--- config.mk ---
export PLATFORM = sky130hd
export DESIGN_NAME = mem_access_ctrl
export DESIGN_NICKNAME = d
export VERILOG_FILES = /design/src/rtl/mem_access_ctrl_pkg.sv /design/src/rtl/mem_access_ctrl.sv
export SDC_FILE = /design/constraint.sdc
export NUM_CORES = 1
export LEC_CHECK = 0
export CAP_MARGIN = 0
export CORE_UTILIZATION = 35
export CTS_BUF_LIST = sky130_fd_sc_hd__clkbuf_8
export DETAILED_ROUTE_END_ITERATION = 8
export PLACE_DENSITY = 0.68
export SKIP_LAST_GASP = 1
export SLEW_MARGIN = 15
export SYNTH_ARGS = -nofsm -noshare
export SYNTH_HDL_FRONTEND = slang
export SYNTH_SLANG_ARGS = --single-unit
--- constraint.sdc ---
create_clock -name clk -period 2.42 [get_ports clk]
set_input_delay 0.484 -clock clk [delete_from_list [all_inputs] [get_ports clk]]
set_output_delay 0.484 -clock clk [all_outputs]
set_load 0.005 [all_outputs]
--- src/rtl/mem_access_ctrl_pkg.sv ---
// Shared definitions for the MEM-stage data-memory access controller:
// FSM state encodings and the word-alignment check.
package mem_access_ctrl_pkg;

   typedef enum logic [1:0] {
      IDLE   = 2'd0,
      ACCESS = 2'd1,
      RESP   = 2'd2
   } state_t;

   localparam logic [1:0] ALIGN_MASK = 2'b11;

   function automatic logic is_word_aligned(input logic [1:0] addr_lsb);
      return (addr_lsb & ALIGN_MASK) == 2'b00;
   endfunction

endpackage

--- src/rtl/mem_access_ctrl.sv ---
// Converts a one-cycle load/store from the MEM stage into a req/ack bus
// transaction, stalling the pipeline until the access resolves.
module mem_access_ctrl
   import mem_access_ctrl_pkg::*;
#(
   parameter int ADDR_WIDTH = 32,
   parameter int DATA_WIDTH = 32,
   parameter int TIMEOUT    = 255
) (
   input  logic                  clk,
   input  logic                  reset,
   input  logic                  valid,
   input  logic                  memread,
   input  logic                  memwrite,
   input  logic [ADDR_WIDTH-1:0] addr,
   input  logic [DATA_WIDTH-1:0] wdata,
   output logic                  stall,
   output logic [DATA_WIDTH-1:0] rdata,
   output logic                  rdata_valid,
   output logic                  err,
   output logic                  mem_req,
   output logic                  mem_we,
   output logic [ADDR_WIDTH-1:0] mem_addr,
   output logic [DATA_WIDTH-1:0] mem_wdata,
   input  logic                  mem_ack,
   input  logic [DATA_WIDTH-1:0] mem_rdata
);

   localparam int               CNT_W   = $clog2(TIMEOUT + 1);
   localparam logic [CNT_W-1:0] CNT_MAX = CNT_W'(TIMEOUT);

   state_t                r_state;
   state_t                w_state_nxt;
   logic [CNT_W-1:0]      r_cnt;
   logic [CNT_W-1:0]      w_cnt_inc;
   logic [DATA_WIDTH-1:0] r_rdata;
   logic                  r_rdata_valid;
   logic                  r_err;
   logic                  r_mem_req;
   logic                  r_mem_we;
   logic [ADDR_WIDTH-1:0] r_mem_addr;
   logic [DATA_WIDTH-1:0] r_mem_wdata;
   logic                  w_req;
   logic                  w_conflict;
   logic                  w_misaligned;
   logic                  w_legal;
   logic                  w_timeout;
   logic                  w_stall;

   always_comb begin
      w_req        = valid & (memread | memwrite);
      w_conflict   = w_req & memread & memwrite;
      w_misaligned = w_req & ~is_word_aligned(addr[1:0]);
      w_legal      = w_req & ~w_conflict & ~w_misaligned;
      // Counter saturates at TIMEOUT; an ack in the final cycle beats the timeout.
      w_cnt_inc    = (r_cnt == CNT_MAX) ? r_cnt : r_cnt + 1'b1;
      w_timeout    = (r_state == ACCESS) & ~mem_ack & (w_cnt_inc == CNT_MAX);
   end

   always_comb begin
      w_state_nxt = r_state;
      w_stall     = 1'b0;
      case (r_state)
         IDLE: begin
            if (w_legal) begin
               w_stall     = 1'b1;
               w_state_nxt = ACCESS;
            end
         end
         ACCESS: begin
            w_stall = 1'b1;
            if (mem_ack || w_timeout) w_state_nxt = RESP;
         end
         RESP:    w_state_nxt = IDLE;
         default: w_state_nxt = IDLE;
      endcase
   end

   always_ff @(posedge clk) begin
      if (reset) begin
         r_state       <= IDLE;
         r_cnt         <= '0;
         r_rdata       <= '0;
         r_rdata_valid <= 1'b0;
         r_err         <= 1'b0;
         r_mem_req     <= 1'b0;
         r_mem_we      <= 1'b0;
         r_mem_addr    <= '0;
         r_mem_wdata   <= '0;
      end else begin
         r_state       <= w_state_nxt;
         r_rdata_valid <= 1'b0;
         r_err         <= 1'b0;
         case (r_state)
            IDLE: begin
               if (w_legal) begin
                  r_mem_req   <= 1'b1;
                  r_mem_we    <= memwrite;
                  r_mem_addr  <= addr;
                  r_mem_wdata <= wdata;
               end else if (w_conflict || w_misaligned) begin
                  r_err <= 1'b1;
               end
            end
            ACCESS: begin
               r_cnt <= w_cnt_inc;
               if (mem_ack) begin
                  r_mem_req     <= 1'b0;
                  r_rdata_valid <= 1'b1;
                  if (!r_mem_we) r_rdata <= mem_rdata;
               end else if (w_timeout) begin
                  r_mem_req <= 1'b0;
                  r_err     <= 1'b1;
               end
            end
            RESP:    r_cnt <= '0;
            default: r_cnt <= '0;
         endcase
      end
   end

   assign stall       = w_stall;
   assign rdata       = r_rdata;
   assign rdata_valid = r_rdata_valid;
   assign err         = r_err;
   assign mem_req     = r_mem_req;
   assign mem_we      = r_mem_we;
   assign mem_addr    = r_mem_addr;
   assign mem_wdata   = r_mem_wdata;

endmodule

* Word-level counts from Yosys, hierarchy flattened
Cells that the tools add are included.
** Cells by class
- Reductions and logical operators :: 10
- Multiplexer cells :: 17
- Bitwise operators :: 15
- Equality and inequality tests :: 6
- Add/sub/neg operators :: 1
** Operator list (count)
- $eq 8x8->1 const B :: 2
- $pmux 8 s2 :: 1
- $mux 1 :: 9
- $add 8x1->8 const B :: 1
- $and 1x1->1 :: 8
- $mux 8 :: 1
- $not 1->1 :: 6
- $pmux 1 s2 :: 3
- $reduce_and 3->1 :: 2
- $logic_not 2->1 :: 2
- $mux 2 :: 2
- $pmux 2 s2 :: 1
- $reduce_and 2->1 :: 2
- $ne 3x3->1 const B :: 1
- $eq 2x1->1 const B :: 1
- $logic_or 1x1->1 :: 2
- $ne 2x1->1 const B :: 1
- $ne 2x2->1 const B :: 1
- $reduce_bool 2->1 :: 1
- $reduce_or 2->1 :: 1
- $or 1x1->1 :: 1
** Word-level totals
- Bits of input ports :: 102
- Logic and storage cells :: 58
- Register bits after elaboration :: 110

* Longest topological paths before layout
- Word-level depth :: 9
- Mapped depth :: 7
- Gate-level depth less buffers :: 5

* Worst setup path before layout
No wires, ideal clock.
- Path type :: in2reg
- Start point :: input port memread
- End point :: register r_mem_addr[16] (netlist: mem_addr[16])
- Setup time :: 0.132 ns
- Slack :: 0.570 ns
- Arrival :: 1.718 ns
- Cell stages on the path :: 6
- Required time :: 2.288 ns
- Path buffers :: 2
- Cells stage by stage :: a211o_1 or4_1 buf_4 buf_6 nand2_1 a21oi_1
** On the way
- Longest elaborated chain between the ends :: 8
- Elaborated cells between the ends (all ways) :: 10
- Those cells by class :: bitwise (9); reduce/logical (1)
** Ends and longest elaborated chain
- from (decl) :: line mem_access_ctrl.sv:13 : input logic memread,
- $or 1x1->1 :: line mem_access_ctrl.sv:51 : w_req = valid & (memread | memwrite);
- $and 1x1->1 :: line mem_access_ctrl.sv:51
- $and 1x1->1 (2 in series) :: line mem_access_ctrl.sv:52 : w_conflict = w_req & memread & memwrite;
- $not 1->1 :: line mem_access_ctrl.sv:54 : w_legal = w_req & ~w_conflict & ~w_misaligned;
- $and 1x1->1 :: line mem_access_ctrl.sv:54
- $and 1x1->1 (*) :: line mem_access_ctrl.sv:54
- $reduce_and 2->1 (no line) (*)
- to (signal assigned) :: line mem_access_ctrl.sv:99 : r_mem_addr <= addr;
- to (decl) :: line mem_access_ctrl.sv:41 : logic [ADDR_WIDTH-1:0] r_mem_addr;
Every way passes the cells marked *; elsewhere a longest branch is shown, timed or not.
A chain may end at the register's enable or synchronous reset.

* Final worst setup path
- Start point :: input port memwrite
- End point :: register r_mem_addr[14] (netlist: mem_addr[14])
** On the way
- Longest elaborated chain between the ends :: 8
- Elaborated cells between the ends (all ways) :: 10
- Those cells by class :: bitwise (9); reduce/logical (1)
** Ends and longest elaborated chain
- from (decl) :: line mem_access_ctrl.sv:14 : input logic memwrite,
- $or 1x1->1 :: line mem_access_ctrl.sv:51
- $and 1x1->1 :: line mem_access_ctrl.sv:51
- $and 1x1->1 (2 in series) :: line mem_access_ctrl.sv:52
- $not 1->1 :: line mem_access_ctrl.sv:54
- $and 1x1->1 :: line mem_access_ctrl.sv:54
- $and 1x1->1 (*) :: line mem_access_ctrl.sv:54
- $reduce_and 2->1 (no line) (*)
Marks and branches as above.

==> impl_metrics.toml <==
[die]
io_pins = 203
chipWidth_um = 110
core_mm2 = 0.0114
rows = 39
die_area_mm2 = 0.0122
initial_core_util = 0.359
die_h_um = 110

[grt]
grt_max_degree = 101
grt_antenna_before_repair = 0
grt_pass1_wl_mm = 17.0
overflow = 0
grt_pass1_vias = 3580
grt_usage = 0.182

[synth]
ys_seq_area_frac = 0.537
ys_ff_latch = 110
synth_commonest_cells = "193 x nand2_1, 110 x dfxtp_1, 99 x a21oi_1"
synth_cell_type_count = 42
yosysMostFrequentCell = "nand2_1"
yosysWarningCount = 0
postSynth.asyncResetShare = 0
synth_flop_cell = "dfxtp_1"
synthesis.nets = 614
synth_edf_count = 0
yosys.area.top_type = "dfxtp_1"
syn_area_mm2 = 0.00410
synthTopCellsByArea = "dfxtp_1 54%, nand2_1 18%, a21oi_1 12%"
synth_top_area_frac = 0.537
synth_area_per_cell_um2 = 8.03
postSynthCellCount = 511

[timing]
fmax_ghz = 0.443
setup_violations = 0
fin_crit_sh = 0.933
max_slew.worst_pin.slew_ns = 1.06
hold_viol = 0
layout_setup_ws_ns = 0.163
skew_ns = 0.00822
drv_slew = 0
rsz0062_at_grt = "false"
slew-limit-headroom = 0.290
fin_crit_ns = 2.26

[cts]
cts_hold_buffers = 0
cts_sinks = 110
clk_path_buf_depth = 2
cts_root_buf = "clkbuf_8"
cts_tree = "yes"
cts_resized = 3
post_cts_buffers = 0
clk_pin_slew_worst_paths_ns = 0.09
htree_levels = 3
worstSkewPairLatency_ns = 0.37
cts_buffers = 9

[setup_path]
crit_path_end_kind = "flop"
startpoint_type = "input pin"
worstSetupPathType = "in -> reg"
rr_worst_depth = 5
path_max_fanout = 56
critPathRequiredTime_ns = 2.63
arrival_ns = 2.46

[routing]
dr_wl_met3_mm = 1.30
wl_met1_mm = 4.71
viasPerCell = 4.82
wire_per_inst_um = 13.6
met2_wirelength_mm = 5.18
remaining_drc_errors = 0
ant_nets = 0
routed_wl_mm = 11.4
num_vias = 4056
firstDrtPassIters = 5
top_layer = "met4"
drt_iter0_markers = 273

[finish]
postLayoutCoreUtil = 0.561
fill_cells = 1082
n_antenna_cell = 0
drive_above_1_share = 0.0443
syn2layout_area_growth_pct = 56.2
finalNetCount = 797

[placed_design]
port_buffers = 202
pre_cts_slack_ns = -0.254
dp_hpwl_mm = 7.97
gp_routability_congestion = 0.863

[power_and_ir_drop]
total_power_mw = 3.35
powerDensity_mw_per_mm2 = 523
p_leak_nw = 2.15
ir_drop_mv = 0.317

[flow_run]
drv_cap = 0

[min_path]
hp-class = "reg -> reg"
whs_path_depth = 2

[outcome]
outcome = "finished clean"
==> report_power, final <==
| part | switching [mW] | internal (mW) |
|---|---|---|
| logic | 0.134 | 0.237 |
| registers | 0.0176 | 1.84 |
| clock network | 0.591 | 0.529 |
==> cell type report <==
type                       count  area [µm²]  share of cell area
timing repair buffer         211        2120               0.331
tap                          143         179              0.0279
inverter                       2        7.51             0.00117
clock buffer                  11         151              0.0236
multi-input combinational    360        1700               0.265
clock inverter                 5        50.0             0.00781
sequential                   110        2200               0.344
==> sequential cells by signal, indices dropped and copies added (netlist names) <==
name and cells:
err 1, mem_addr 32, mem_req 1, mem_wdata 32, mem_we 1, r_cnt 8
r_state 2, rdata 32, rdata_valid 1
==> path summary, 6_finish.rpt <==
check	from	endpoint	slack [ns]
max	memwrite	mem_addr[14]	0.16
min	mem_wdata[26]	mem_wdata[26]	0.46
max reg2reg	r_cnt[0]	r_cnt[1]	0.32
min reg2reg	mem_wdata[26]	mem_wdata[26]	0.46
==> layer usage <==
layer  GRT usage  vias to the layer above
met5           0                        -
met4      0.0865                        0
met3      0.0776                       15
met2       0.287                      161
met1       0.212                     1828
li1            -                     2052
==> worst max-delay path, cell delays in order <==
cell             delay, ns
clkdlybuf4s50_1       0.45
a211o_4               0.38
or4_2                 0.71
buf_12                0.23
nand2_1               0.10
a21oi_1               0.07
==> logic make-up after synthesis <==
logic type,after synthesis,share of synthesized area
XOR/XNOR,1,0.00213
multiplexers,2,0.00488
adder cells (fa/ha/maj),1,0.00305
AND/OR/NAND/NOR,240,0.245
flip-flops,110,0.537
AO/OA/AOI/OAI,116,0.153
buffers and inverters,41,0.0552
==> cells in the final DEF (no fill, tap or decap), types with 3 or more instances in the layout <==
| cell type | n |
|---|---|
| clkdlybuf4s50_1 | 199 |
| nand2_1 | 193 |
| dfxtp_1 | 110 |
| a21oi_1 | 99 |
| clkbuf_8 | 11 |
| nor2_1 | 10 |
| buf_4 | 7 |
| nand3_1 | 6 |
| inv_1 | 5 |
| nand4_1 | 5 |
| or2_2 | 3 |
| nor3b_1 | 3 |
| o21ai_0 | 3 |
| nor3_1 | 3 |
| buf_12 | 3 |
==> through the flow <==
| step | hold WS, ns | TNS [ns] | instances | instance area (µm²) |
|---|---|---|---|---|
| floorplan | 0.453 | 0 | 511 | 4100 |
| CTS | 0.461 | 0 | 842 | 6410 |
| detailed placement | 0.447 | -14.18 | 826 | 6200 |
| global placement | 0.441 | -13.89 | 826 | 6200 |
| finish | 0.457 | 0 | 842 | 6410 |
| global route | 0.476 | 0 | 842 | 6410 |
Power figures use the tool's default switching activity.
